[config.mk]
export PLATFORM = sky130hd
export DESIGN_NAME = regfile_seq
export DESIGN_NICKNAME = d
export VERILOG_FILES = /design/src/rtl/regfile_seq.sv
export SDC_FILE = /design/constraint.sdc
export NUM_CORES = 1
export LEC_CHECK = 0
export CORE_MARGIN = 2
export CORE_UTILIZATION = 39
export CTS_BUF_LIST = sky130_fd_sc_hd__clkbuf_8
export CTS_CLUSTER_SIZE = 30
export DETAILED_ROUTE_END_ITERATION = 10
export GPL_ROUTABILITY_DRIVEN = 0
export GPL_TIMING_DRIVEN = 0
export PLACE_DENSITY = 0.94
export SKIP_CTS_REPAIR_TIMING = 1
export SYNTH_ARGS = -nofsm -noshare
export SYNTH_HDL_FRONTEND = slang
export SYNTH_SLANG_ARGS = --single-unit
[constraint.sdc]
create_clock -name clk -period 3.8 [get_ports clk]
set_clock_uncertainty 0.05 [all_clocks]
set_input_delay 1.14 -clock clk [delete_from_list [all_inputs] [get_ports clk]]
set_output_delay 1.14 -clock clk [all_outputs]
set_load 0.02 [all_outputs]
[src/rtl/regfile_seq.sv]
// Bulk-access sequencer for a 16x16 register file: dumps a register range
// over a valid/ready stream, or loads a valid/ready stream into the range.
module regfile_seq #(
  parameter int START_REG = 0,
  parameter int END_REG   = 15
) (
  input  logic        clk,
  input  logic        rst,
  input  logic        start_dump,
  input  logic        start_load,
  input  logic        abort,
  output logic        busy,
  output logic        done,
  output logic [3:0]  SrcReg1,
  input  logic [15:0] SrcData1,
  output logic [3:0]  DstReg,
  output logic        WriteReg,
  output logic [15:0] DstData,
  output logic [15:0] dump_data,
  output logic [3:0]  dump_idx,
  output logic        dump_valid,
  input  logic        dump_ready,
  input  logic [15:0] load_data,
  input  logic        load_valid,
  output logic        load_ready,
  output logic [2:0]  dbg_state
);

  localparam logic [3:0] START_IDX = START_REG[3:0];
  localparam logic [3:0] END_IDX   = END_REG[3:0];

  typedef enum logic [2:0] {
    S_IDLE      = 3'd0,
    S_DUMP_RD   = 3'd1,
    S_DUMP_SEND = 3'd2,
    S_LOAD      = 3'd3,
    S_DONE      = 3'd4
  } state_t;

  state_t      state_q, state_d;
  logic [3:0]  idx_q, idx_d;
  logic [15:0] dump_data_q, dump_data_d;
  logic [3:0]  dump_idx_q, dump_idx_d;

  // Handshakes: a dump word moves when dump_valid & dump_ready are both high
  // at a rising edge; a load word moves when load_valid & load_ready are both
  // high at a rising edge. Neither valid depends on its ready.
  always_ff @(posedge clk) begin
    if (rst) begin
      state_q     <= S_IDLE;
      idx_q       <= START_IDX;
      dump_data_q <= 16'h0000;
      dump_idx_q  <= 4'h0;
    end else begin
      state_q     <= state_d;
      idx_q       <= idx_d;
      dump_data_q <= dump_data_d;
      dump_idx_q  <= dump_idx_d;
    end
  end

  always_comb begin
    state_d     = state_q;
    idx_d       = idx_q;
    dump_data_d = dump_data_q;
    dump_idx_d  = dump_idx_q;
    busy        = 1'b0;
    done        = 1'b0;
    dump_valid  = 1'b0;
    load_ready  = 1'b0;
    WriteReg    = 1'b0;
    DstReg      = 4'h0;
    DstData     = 16'h0000;
    SrcReg1     = idx_q;

    case (state_q)
      S_IDLE: begin
        if (start_dump) begin
          state_d = S_DUMP_RD;
          idx_d   = START_IDX;
        end else if (start_load) begin
          state_d = S_LOAD;
          idx_d   = START_IDX;
        end
      end
      S_DUMP_RD: begin
        busy        = 1'b1;
        dump_data_d = SrcData1;
        dump_idx_d  = idx_q;
        state_d     = S_DUMP_SEND;
      end
      S_DUMP_SEND: begin
        busy       = 1'b1;
        dump_valid = 1'b1;
        if (dump_ready) begin
          if (idx_q == END_IDX) begin
            state_d = S_DONE;
          end else begin
            idx_d   = idx_q + 4'd1;
            state_d = S_DUMP_RD;
          end
        end
      end
      S_LOAD: begin
        busy       = 1'b1;
        load_ready = 1'b1;
        DstReg     = idx_q;
        DstData    = load_data;
        // The register file commits on this same edge, so abort must gate it.
        WriteReg   = load_valid & ~abort & ~rst;
        if (load_valid) begin
          if (idx_q == END_IDX) begin
            state_d = S_DONE;
          end else begin
            idx_d = idx_q + 4'd1;
          end
        end
      end
      S_DONE: begin
        done    = 1'b1;
        state_d = S_IDLE;
      end
      default: begin
        state_d = S_IDLE;
      end
    endcase

    if (abort && (state_q != S_IDLE)) begin
      state_d     = S_IDLE;
      dump_data_d = 16'h0000;
      dump_idx_d  = 4'h0;
    end
  end

  assign dump_data = dump_data_q;
  assign dump_idx  = dump_idx_q;
  assign dbg_state = state_q;

endmodule

==> implementation parameters, run 1 <==
Parameter                              Value

Logic synthesis
  Total number of yosys warnings ... 0
  Async S/R FF share, synth ... 0%
  Synthesized net count ... ~210
  Cell type with the highest aggregate area in the netlist ... dfxtp_1
  Number of distinct library cells after synthesis ... 34
  Netlist Area Pre-Place ... 1330 sq um
  Avg Inst Size Synth ... 7.70 sq um
  Seq cells post-synth ... 27
  Synthesized netlist cell count ... about 170
  Synth Flop Type ... dfxtp_1
  Ranking of synthesized cells by area ... dfxtp_1, nand2_1, a21oi_1
  Portion of the post-synthesis area used by sequential elements ... 40.8%
  Number of enable flip-flop cells after synthesis ... 0
  Area fraction of the dominant cell type after synthesis ... about two fifths

Drt
  Number of detailed-routing iterations run before antenna repair ... 4
  Detailed router's first-iteration violation count ... 102
  Aggregate routed wire length ... 3900 microns
  Count of nets left with antenna violations after detail routing ... 0
  Post-detailed-route via-to-cell ratio ... about 4.7
  Mean routed wirelength per cell ... ~13 microns
  Number of vias in the routed layout ... 1462
  Number of remaining DRC errors ... 0

Timing
  Slew Limit Fails ... 0
  Measured slew at the worst slew-check pin ... 0.434 ns
  # setup viols final ... 0
  Final setup margin ... 0.177 ns
  Setup_tns ... 0 ns
  Count of endpoints failing hold in the final timing report ... 0
  Headroom to the max-slew limit ... 71.1%
  Final period util ... 95.3%
  Setup repair after global routing missed its margin ... no
  Maximum operating frequency ... about 280 MHz
  Clock period minus worst slack ... 3.62 ns

Cells and area
  Count of placed standard cells in the final layout, fillers left out ... 311
  Growth of design area from synthesis to finish ... 75.3%
  Number of nets at the end of the flow ... between 300 and 400
  Most common library cell in the layout ignoring fill and taps ... clkdlybuf4s50_1
  Number of inserted diodes ... 0
  Share of post-route cells with drive strength above 1 ... 6.42%
  Cell area after layout ... 2320 sq um
  Leading cell types in the layout, fill and taps excluded ... clkdlybuf4s50_1, nand2_1, dfxtp_1, a21oi_1, and2_1

Placement
  Count of buffers from port buffering ... 89
  Post-Place Worst Slack ... 0.196 ns
  Placed cell count ... 307
  Final HPWL from detailed placement ... 3030 microns
  Cell area after placement ... roughly 2300 sq um

CTS
  Post-CTS clock slew at the launch and capture registers of the worst setup and hold paths ... 0.10 ns
  Skew-Pair Late Insertion Delay ... 0.27 ns
  Total clock sinks ... 27
  CTS tree ... yes
  Largest buffer count on any clock path ... 2
  Count of H-tree levels built during CTS ... 1
  Number of CTS-inserted buffers ... 3
  Clock root buffer ... clkbuf_8

Worst setup path
  Critical path cell sequence ... clkdlybuf4s50_1 -> nor2_1 -> and3_1 -> clkdlybuf4s50_1
  Max Fanout on Critical Path ... 2
  Worst stage delay on the critical path ... around 0.60 ns
  Crit path launch type ... input pin
  Worst EP arrival ... 2.43 ns
  CP dominant cell by count ... clkdlybuf4s50_1
  Critical setup path kind ... input pin to primary output
  Critical Path Slowest Stage Cell ... clkdlybuf4s50_1
  Worst setup EP type ... primary output
  Required time at the worst-slack endpoint ... approximately 2.6 ns

GRT
  GRT Residual Overflow ... 0
  Number of global-route vias before repair ... 1377
  Maximum number of pins on one net before global-route repair ... 17
  GRT Resource Usage Total ... 19.9%
  Antenna violations before repair ... 0
  First-pass GRT wire length ... 6380 microns

Pwr
  Sequential share of power ... 36.7%
  Overall power ... ~900 uW
  Fraction of power consumed by combinational cells ... between 40% and 50%
  Leak pwr ... 0.826 nW
  Worst supply voltage drop on vdd ... about 0.20 mV
  Net switching component of the power ... 336 uW
  Pint ... 581 uW
  Ratio of total power to cell area ... 395 nW/um^2
  Switching fraction of total power ... 36.6%
  Portion of total power attributed to the clock network ... 18.4%

Die
  Core Rows ... 21
  I/O Pins ... 91
  Initial Util ... 40.0%
  Die width ... 62.3 microns
  Die extent in y ... 62.3 microns
  CORE AREA ... 3310 sq um
  Total Die Area ... 3880 sq um

Run
  Max-capacitance violation count ... 0

Worst hold path
  Class of the most critical hold timing path ... flop to flop

Run status
  Run status ... finished clean
## synthesized netlist by cell type, types with 2 or more instances
cell	number
a21oi_1	23
and2_1	18
and3_1	2
buf_4	2
clkbuf_1	8
dfxtp_1	27
inv_1	5
nand2_1	40
nand2b_1	5
nand3_1	3
nor2_1	8
nor3_1	6
nor4_1	2
o21ai_0	2
or3_4	2
## worst max-delay path: cells and delay by family
kind / cells / cell delay (ns)
simple gates: 2 / 0.25
buf+inv: 2 / 1.04
## through the flow
step	hold slack (ns)	utilization, %
after floorplan	0.485	-
after global placement	0.391	68.7
after detailed placement	0.395	68.7
after CTS	0.409	70.1
after global routing	0.426	70.1
final	0.406	70.1
## per-layer routing
layer / part of all wire [%] / global-route usage [%] / vias to the layer above
li1: - / - / 755
met5: 0 / 0 / -
met2: 54 / 35.1 / 37
met3: 4.2 / 3.62 / 2
met4: 0.49 / 4.72 / 0
met1: 41 / 25.3 / 668
## area by class of cell
class | instances | area (sq um)
plain buffers | 12 | 61.3
clock buffers | 3 | 41.3
clock inverters | 1 | 7.51
fillers | 273 | 988
inverters | 5 | 18.8
multi-input cells | 128 | 704
flip-flops and latches | 27 | 541
well taps | 46 | 57.6
repair buffers | 89 | 891
## logic make-up after synthesis
| logic type | count (synthesis) | share of synthesized area [%] |
|---|---|---|
| AO/OA/AOI/OAI | 33 | 15.7 |
| flip-flops | 27 | 40.8 |
| AND/OR/NAND/NOR | 93 | 35.8 |
| buffers and inverters | 17 | 6.04 |
| multiplexers | 1 | 0.755 |
| adder cells (fa/ha/maj) | 1 | 0.944 |
## sequential cells by signal (all words and copies together) (netlist names)
name and flops:
dump_data 16, SrcReg1 4, dump_idx 4, dbg_state 3
## final timing paths
path / cells past startpoint / to / slack, ns / from
setup reg to reg: 5 / SrcReg1[1] / 2.10 / dbg_state[2]
hold / removal: 2 / dump_data[15] / 0.41 / dump_data[15]
setup / recovery: 4 / WriteReg / 0.18 / abort
hold reg to reg: 2 / dump_data[15] / 0.41 / dump_data[15]
## power groups by stage
stage	clock network, mW	logic (mW)	registers [mW]
after floorplan	0	0.199	0.376
after global placement	0	0.405	0.341
after detailed placement	0	0.411	0.343
after CTS	0.172	0.414	0.337
after global routing	0.183	0.446	0.341
final	0.169	0.412	0.336
Note: power is estimated with default switching activity, not from simulation.
==> run 2: changes to the inputs <==
--- a/config.mk
+++ b/config.mk
@@ -5,13 +5,13 @@
 export SDC_FILE = /design/constraint.sdc
 export NUM_CORES = 1
 export LEC_CHECK = 0
-export CORE_MARGIN = 2
 export CORE_UTILIZATION = 39
 export CTS_BUF_LIST = sky130_fd_sc_hd__clkbuf_8
 export CTS_CLUSTER_SIZE = 30
 export DETAILED_ROUTE_END_ITERATION = 10
 export GPL_ROUTABILITY_DRIVEN = 0
 export GPL_TIMING_DRIVEN = 0
+export HOLD_SLACK_MARGIN = 0.05
 export PLACE_DENSITY = 0.94
 export SKIP_CTS_REPAIR_TIMING = 1
 export SYNTH_ARGS = -nofsm -noshare
==> implementation parameters, run 2 (same netlist as run 1, synthesis figures left out) <==
Parameter                              Value

Run status
  Run status ... finished clean

GRT
  GRT Residual Overflow ... 0 (unchanged)
  First-pass GRT wire length ... 5870 microns (-8.0%)
  GRT Resource Usage Total ... 21.7% (+1.8 points)
  Maximum number of pins on one net before global-route repair ... 15 (-2)
  Antenna violations before repair ... 0 (unchanged)
  Number of global-route vias before repair ... 1355 (-1.6%)

Die
  Die width ... 60.3 microns (-3.2%)
  Initial Util ... 42.4% (+2.3 points)
  I/O Pins ... 91 (unchanged)
  Die extent in y ... 60.3 microns (-3.2%)
  Total Die Area ... 3630 sq um (-6.3%)
  Core Rows ... 20 (-4.8%)
  CORE AREA ... 3130 sq um (-5.5%)

Cells and area
  Leading cell types in the layout, fill and taps excluded ... clkdlybuf4s50_1, nand2_1, dfxtp_1, a21oi_1, and2_1
  Number of inserted diodes ... 0 (unchanged)
  Share of post-route cells with drive strength above 1 ... 6.04% (-0.38 points)
  Count of placed standard cells in the final layout, fillers left out ... 309 (-0.64%)
  Most common library cell in the layout ignoring fill and taps ... clkdlybuf4s50_1
  Number of flip-flops under the largest register name ... 16 (unchanged)
  Number of nets at the end of the flow ... 306 (unchanged)
  Growth of design area from synthesis to finish ... 74.8%

CTS
  Post-CTS clock slew at the launch and capture registers of the worst setup and hold paths ... 0.08 ns (-0.02 ns)
  Clock root buffer ... clkbuf_8
  Number of CTS-inserted buffers ... 3 (unchanged)
  Largest buffer count on any clock path ... 2 (unchanged)
  Count of H-tree levels built during CTS ... 1 (unchanged)
  Skew-Pair Late Insertion Delay ... 0.27 ns (about the same)
  CTS tree ... yes
  Total clock sinks ... 27 (unchanged)

Worst hold path
  Class of the most critical hold timing path ... flop to flop

Timing
  # setup viols final ... 0 (unchanged)
  Measured slew at the worst slew-check pin ... 0.470 ns (+0.0357 ns)
  Headroom to the max-slew limit ... 68.7% (-2.4 points)
  Slew Limit Fails ... 0 (unchanged)
  Count of endpoints failing hold in the final timing report ... 0 (unchanged)
  Final period util ... 95.3% (about the same)
  Clock period minus worst slack ... 3.62 ns (-0.00264 ns)
  Setup repair after global routing missed its margin ... no
  Setup_tns ... 0 ns (unchanged)
  Maximum operating frequency ... 276 MHz (about the same)
  Tightest hold margin ... 0.407 ns (+0.000950 ns)

Drt
  Detailed router's first-iteration violation count ... 42 (-59%)
  Number of remaining DRC errors ... 0 (unchanged)
  Mean routed wirelength per cell ... 12.2 microns (-2.8%)
  Number of vias in the routed layout ... 1479 (+1.2%)
  Number of detailed-routing iterations run before antenna repair ... 4 (unchanged)
  Count of nets left with antenna violations after detail routing ... 0 (unchanged)
  Post-detailed-route via-to-cell ratio ... 4.79 (+1.8%)
  Aggregate routed wire length ... 3770 microns (-3.5%)

Worst setup path
  Required time at the worst-slack endpoint ... 2.61 ns (about the same)
  Crit path launch type ... input pin
  Worst setup EP type ... primary output
  Max Fanout on Critical Path ... 2 (unchanged)
  Critical setup path kind ... input pin to primary output
  Worst EP arrival ... 2.43 ns (about the same)

Pwr
  Ratio of total power to cell area ... 391 nW/um^2 (-1.1%)
  Leak pwr ... 0.831 nW (+0.63%)
  Worst supply voltage drop on vdd ... 0.332 mV (+65%)

Placement
  Placed cell count ... 305 (-0.65%)
  Count of buffers from port buffering ... 89 (unchanged)
  Final HPWL from detailed placement ... 2950 microns (-2.8%)

Run
  Max-capacitance violation count ... 0 (unchanged)
[run 2: cell count changes in the layout (fill, tap and decap cells not counted), sizes merged]
cell,previous run,this run
inv,5,6
clkinvlp,1,0
[run 2: cell type report]
type,instances,area (sq um)
repair buffers,89,891
fillers,263,812
multi-input cells,128,704
flip-flops and latches,27,541
plain buffers,12,61.3
well taps,44,55.1
clock buffers,3,41.3
inverters,5,18.8
clock inverters,1,3.75
[run 2: critical path, cell delays in order]
cell             delay [ns]
clkdlybuf4s50_1        0.43
nor2_1                 0.10
and3_1                 0.16
clkdlybuf4s50_1        0.61
[run 2: stage by stage]
step           power, mW  instance area [sq um]  util (%)  setup WS [ns]
2_1_floorplan      0.575                   1330         -          0.973
3_3_place_gp       0.745                   2270      72.6          0.207
3_5_place_dp       0.754                   2270      72.6          0.185
4_1_cts            0.911                   2320      74.0          0.180
5_1_grt            0.956                   2320      74.0          0.132
6_report           0.905                   2320      74.0          0.179
[run 2: final timing paths]
kind | cells past startpoint | from | end | slack, ns
max | 4 | abort | WriteReg | 0.18
min | 2 | dump_idx[0] | dump_idx[0] | 0.41
max reg2reg | 5 | dbg_state[2] | SrcReg1[1] | 2.10
min reg2reg | 2 | dump_idx[0] | dump_idx[0] | 0.41
[run 2: routing by layer]
metal / GRT usage (%) / part of all wire [%]
met5: 0 / 0
met4: 7.64 / 1.3
met3: 6.06 / 7.2
met2: 39.6 / 52
met1: 23.6 / 40
[run 2: report_power, final]
| group | switching (mW) | internal (mW) | total (mW) |
|---|---|---|---|
| Sequential | 0.0237 | 0.313 | 0.337 |
| Clock | 0.0837 | 0.0724 | 0.156 |
| Combinational | 0.218 | 0.194 | 0.412 |
| Total | 0.326 | 0.579 | 0.905 |
==> run 3: changes to the inputs <==
--- a/config.mk
+++ b/config.mk
@@ -5,6 +5,7 @@
 export SDC_FILE = /design/constraint.sdc
 export NUM_CORES = 1
 export LEC_CHECK = 0
+export CORE_MARGIN = 3
 export CORE_UTILIZATION = 39
 export CTS_BUF_LIST = sky130_fd_sc_hd__clkbuf_8
 export CTS_CLUSTER_SIZE = 30
@@ -14,6 +15,7 @@
 export HOLD_SLACK_MARGIN = 0.05
 export PLACE_DENSITY = 0.94
 export SKIP_CTS_REPAIR_TIMING = 1
+export SLEW_MARGIN = 20
 export SYNTH_ARGS = -nofsm -noshare
 export SYNTH_HDL_FRONTEND = slang
 export SYNTH_SLANG_ARGS = --single-unit
==> implementation parameters, run 3 (same netlist as run 1, synthesis figures left out) <==
Parameter                              Value

Cells and area
  Share of post-route cells with drive strength above 1 ... 6.42% (+0.38 points)
  Number of inserted diodes ... 0 (unchanged)
  Growth of design area from synthesis to finish ... 75.1%
  Count of placed standard cells in the final layout, fillers left out ... 309 (unchanged)
  Layout fillers ... 274 (+4.2%)
  Number of flip-flops under the largest register name ... 16 (unchanged)
  Leading cell types in the layout, fill and taps excluded ... clkdlybuf4s50_1, nand2_1, dfxtp_1, a21oi_1, and2_1
  Final Util ... 73.6% (-0.47 points)
  Cell area after layout ... 2320 sq um (+0.16%)
  Number of nets at the end of the flow ... 306 (unchanged)
  Most common library cell in the layout ignoring fill and taps ... clkdlybuf4s50_1

Timing
  Setup repair after global routing missed its margin ... no
  Count of endpoints failing hold in the final timing report ... 0 (unchanged)
  Slew Limit Fails ... 0 (unchanged)
  Final period util ... 95.1% (-0.19 points)
  # setup viols final ... 0 (unchanged)
  Final setup margin ... 0.186 ns (+0.00705 ns)
  Tightest hold margin ... 0.408 ns (+0.00120 ns)
  Maximum operating frequency ... 277 MHz (+0.20%)
  Clock period minus worst slack ... 3.61 ns (-0.00705 ns)
  Setup_tns ... 0 ns (unchanged)
  Headroom to the max-slew limit ... 69.3% (+0.66 points)
  Measured slew at the worst slew-check pin ... 0.460 ns (-0.00983 ns)

GRT
  Number of global-route vias before repair ... 1420 (+4.8%)
  Antenna violations before repair ... 0 (unchanged)
  Fraction of met1 tracks used by global routing ... 25.6% (+2.0 points)
  Maximum number of pins on one net before global-route repair ... 17 (+2)
  Layer with the highest usage ... met2
  Global-route met2 utilization ... 35.4% (-4.1 points)
  GRT Resource Usage Total ... 20.2% (-1.5 points)
  GRT Residual Overflow ... 0 (unchanged)
  First-pass GRT wire length ... 6750 microns (+15%)
  Met3 Usage GRT ... 4.39% (-1.7 points)

CTS
  Count of H-tree levels built during CTS ... 1 (unchanged)
  Total clock sinks ... 27 (unchanged)
  Clock root buffer ... clkbuf_8
  Skew-Pair Late Insertion Delay ... 0.27 ns (about the same)
  CTS tree ... yes
  Number of CTS-inserted buffers ... 3 (unchanged)
  Post-CTS clock slew at the launch and capture registers of the worst setup and hold paths ... 0.10 ns (+0.02 ns)
  Largest buffer count on any clock path ... 2 (unchanged)

Drt
  Number of detailed-routing iterations run before antenna repair ... 5 (+1)
  Number of remaining DRC errors ... 0 (unchanged)
  Number of vias in the routed layout ... 1500 (+1.4%)
  Post-detailed-route via-to-cell ratio ... 4.85 (+1.4%)
  Detailed router's first-iteration violation count ... 66 (+57%)
  Mean routed wirelength per cell ... 13.2 microns (+8.6%)
  Aggregate routed wire length ... 4090 microns (+8.6%)
  Count of nets left with antenna violations after detail routing ... 0 (unchanged)

Worst setup path
  Worst EP arrival ... 2.42 ns (about the same)
  Origin of the critical flop-to-flop path ... dbg_state[2]
  R2r setup slk ... 2.10 ns (about the same)
  Critical setup path kind ... input pin to primary output
  Max Fanout on Critical Path ... 2 (unchanged)
  Crit path launch type ... input pin
  Launch point of the worst path ... abort
  Worst setup EP type ... primary output
  Worst Reg2Reg Path Length in Cells ... 5 (unchanged)
  Required time at the worst-slack endpoint ... 2.61 ns (about the same)

Placement
  Placed cell count ... 305 (unchanged)
  Final HPWL from detailed placement ... 3150 microns (+6.8%)
  Count of buffers from port buffering ... 89 (unchanged)
  Post-Place Worst Slack ... 0.185 ns (-0.000213 ns)
  Cell area after placement ... 2270 sq um (unchanged)

Die
  Die width ... 64.3 microns (+6.6%)
  Die extent in y ... 64.3 microns (+6.6%)
  Total Die Area ... 4130 sq um (+14%)
  Core Rows ... 20 (unchanged)
  CORE AREA ... 3150 sq um (+0.80%)
  Initial Util ... 42.0% (-0.34 points)
  I/O Pins ... 91 (unchanged)

Worst hold path
  Worst min-delay path startpoint ... dump_idx[1]
  Number of cells on the worst hold path ... 2 (unchanged)
  Class of the most critical hold timing path ... flop to flop

Pwr
  Leak pwr ... 0.826 nW (-0.62%)
  Overall power ... 918 uW (+1.4%)
  Ratio of total power to cell area ... 396 nW/um^2 (+1.3%)
  Worst supply voltage drop on vdd ... 0.274 mV (-17%)

Run status
  Run status ... finished clean

Run
  Max-capacitance violation count ... 0 (unchanged)
-- run 3: power by group --
part / total [mW] / internal, mW / switching, mW
Clock: 0.166 / 0.0745 / 0.0912
Combinational: 0.415 / 0.194 / 0.221
Sequential: 0.337 / 0.313 / 0.0242
Total: 0.918 / 0.581 / 0.336
-- run 3: area by class of cell --
type	instances	area, sq um	area share [%]
Timing Repair Buffer	89	891	38.4
Multi-Input combinational cell	128	704	30.4
Sequential cell	27	541	23.3
Buffer	12	61.3	2.64
Tap cell	44	55.1	2.37
Clock buffer	3	41.3	1.78
Inverter	5	18.8	0.809
Clock inverter	1	7.51	0.324
-- run 3: worst max-delay path, stage by stage --
cell and delay, ns:
clkdlybuf4s50_1 0.42, nor2_1 0.10, and3_1 0.15, clkdlybuf4s50_1 0.61
-- run 3: worst paths after layout --
kind	to
max	WriteReg
min	dump_idx[1]
max reg2reg	SrcReg1[1]
min reg2reg	dump_idx[1]
-- run 3: per-layer routing --
layer | wire [microns] | share of wire (%)
met1 | 1590 | 39
met2 | 2220 | 54
met3 | 277 | 6.8
met4 | 10 | 0.24
met5 | 0 | 0
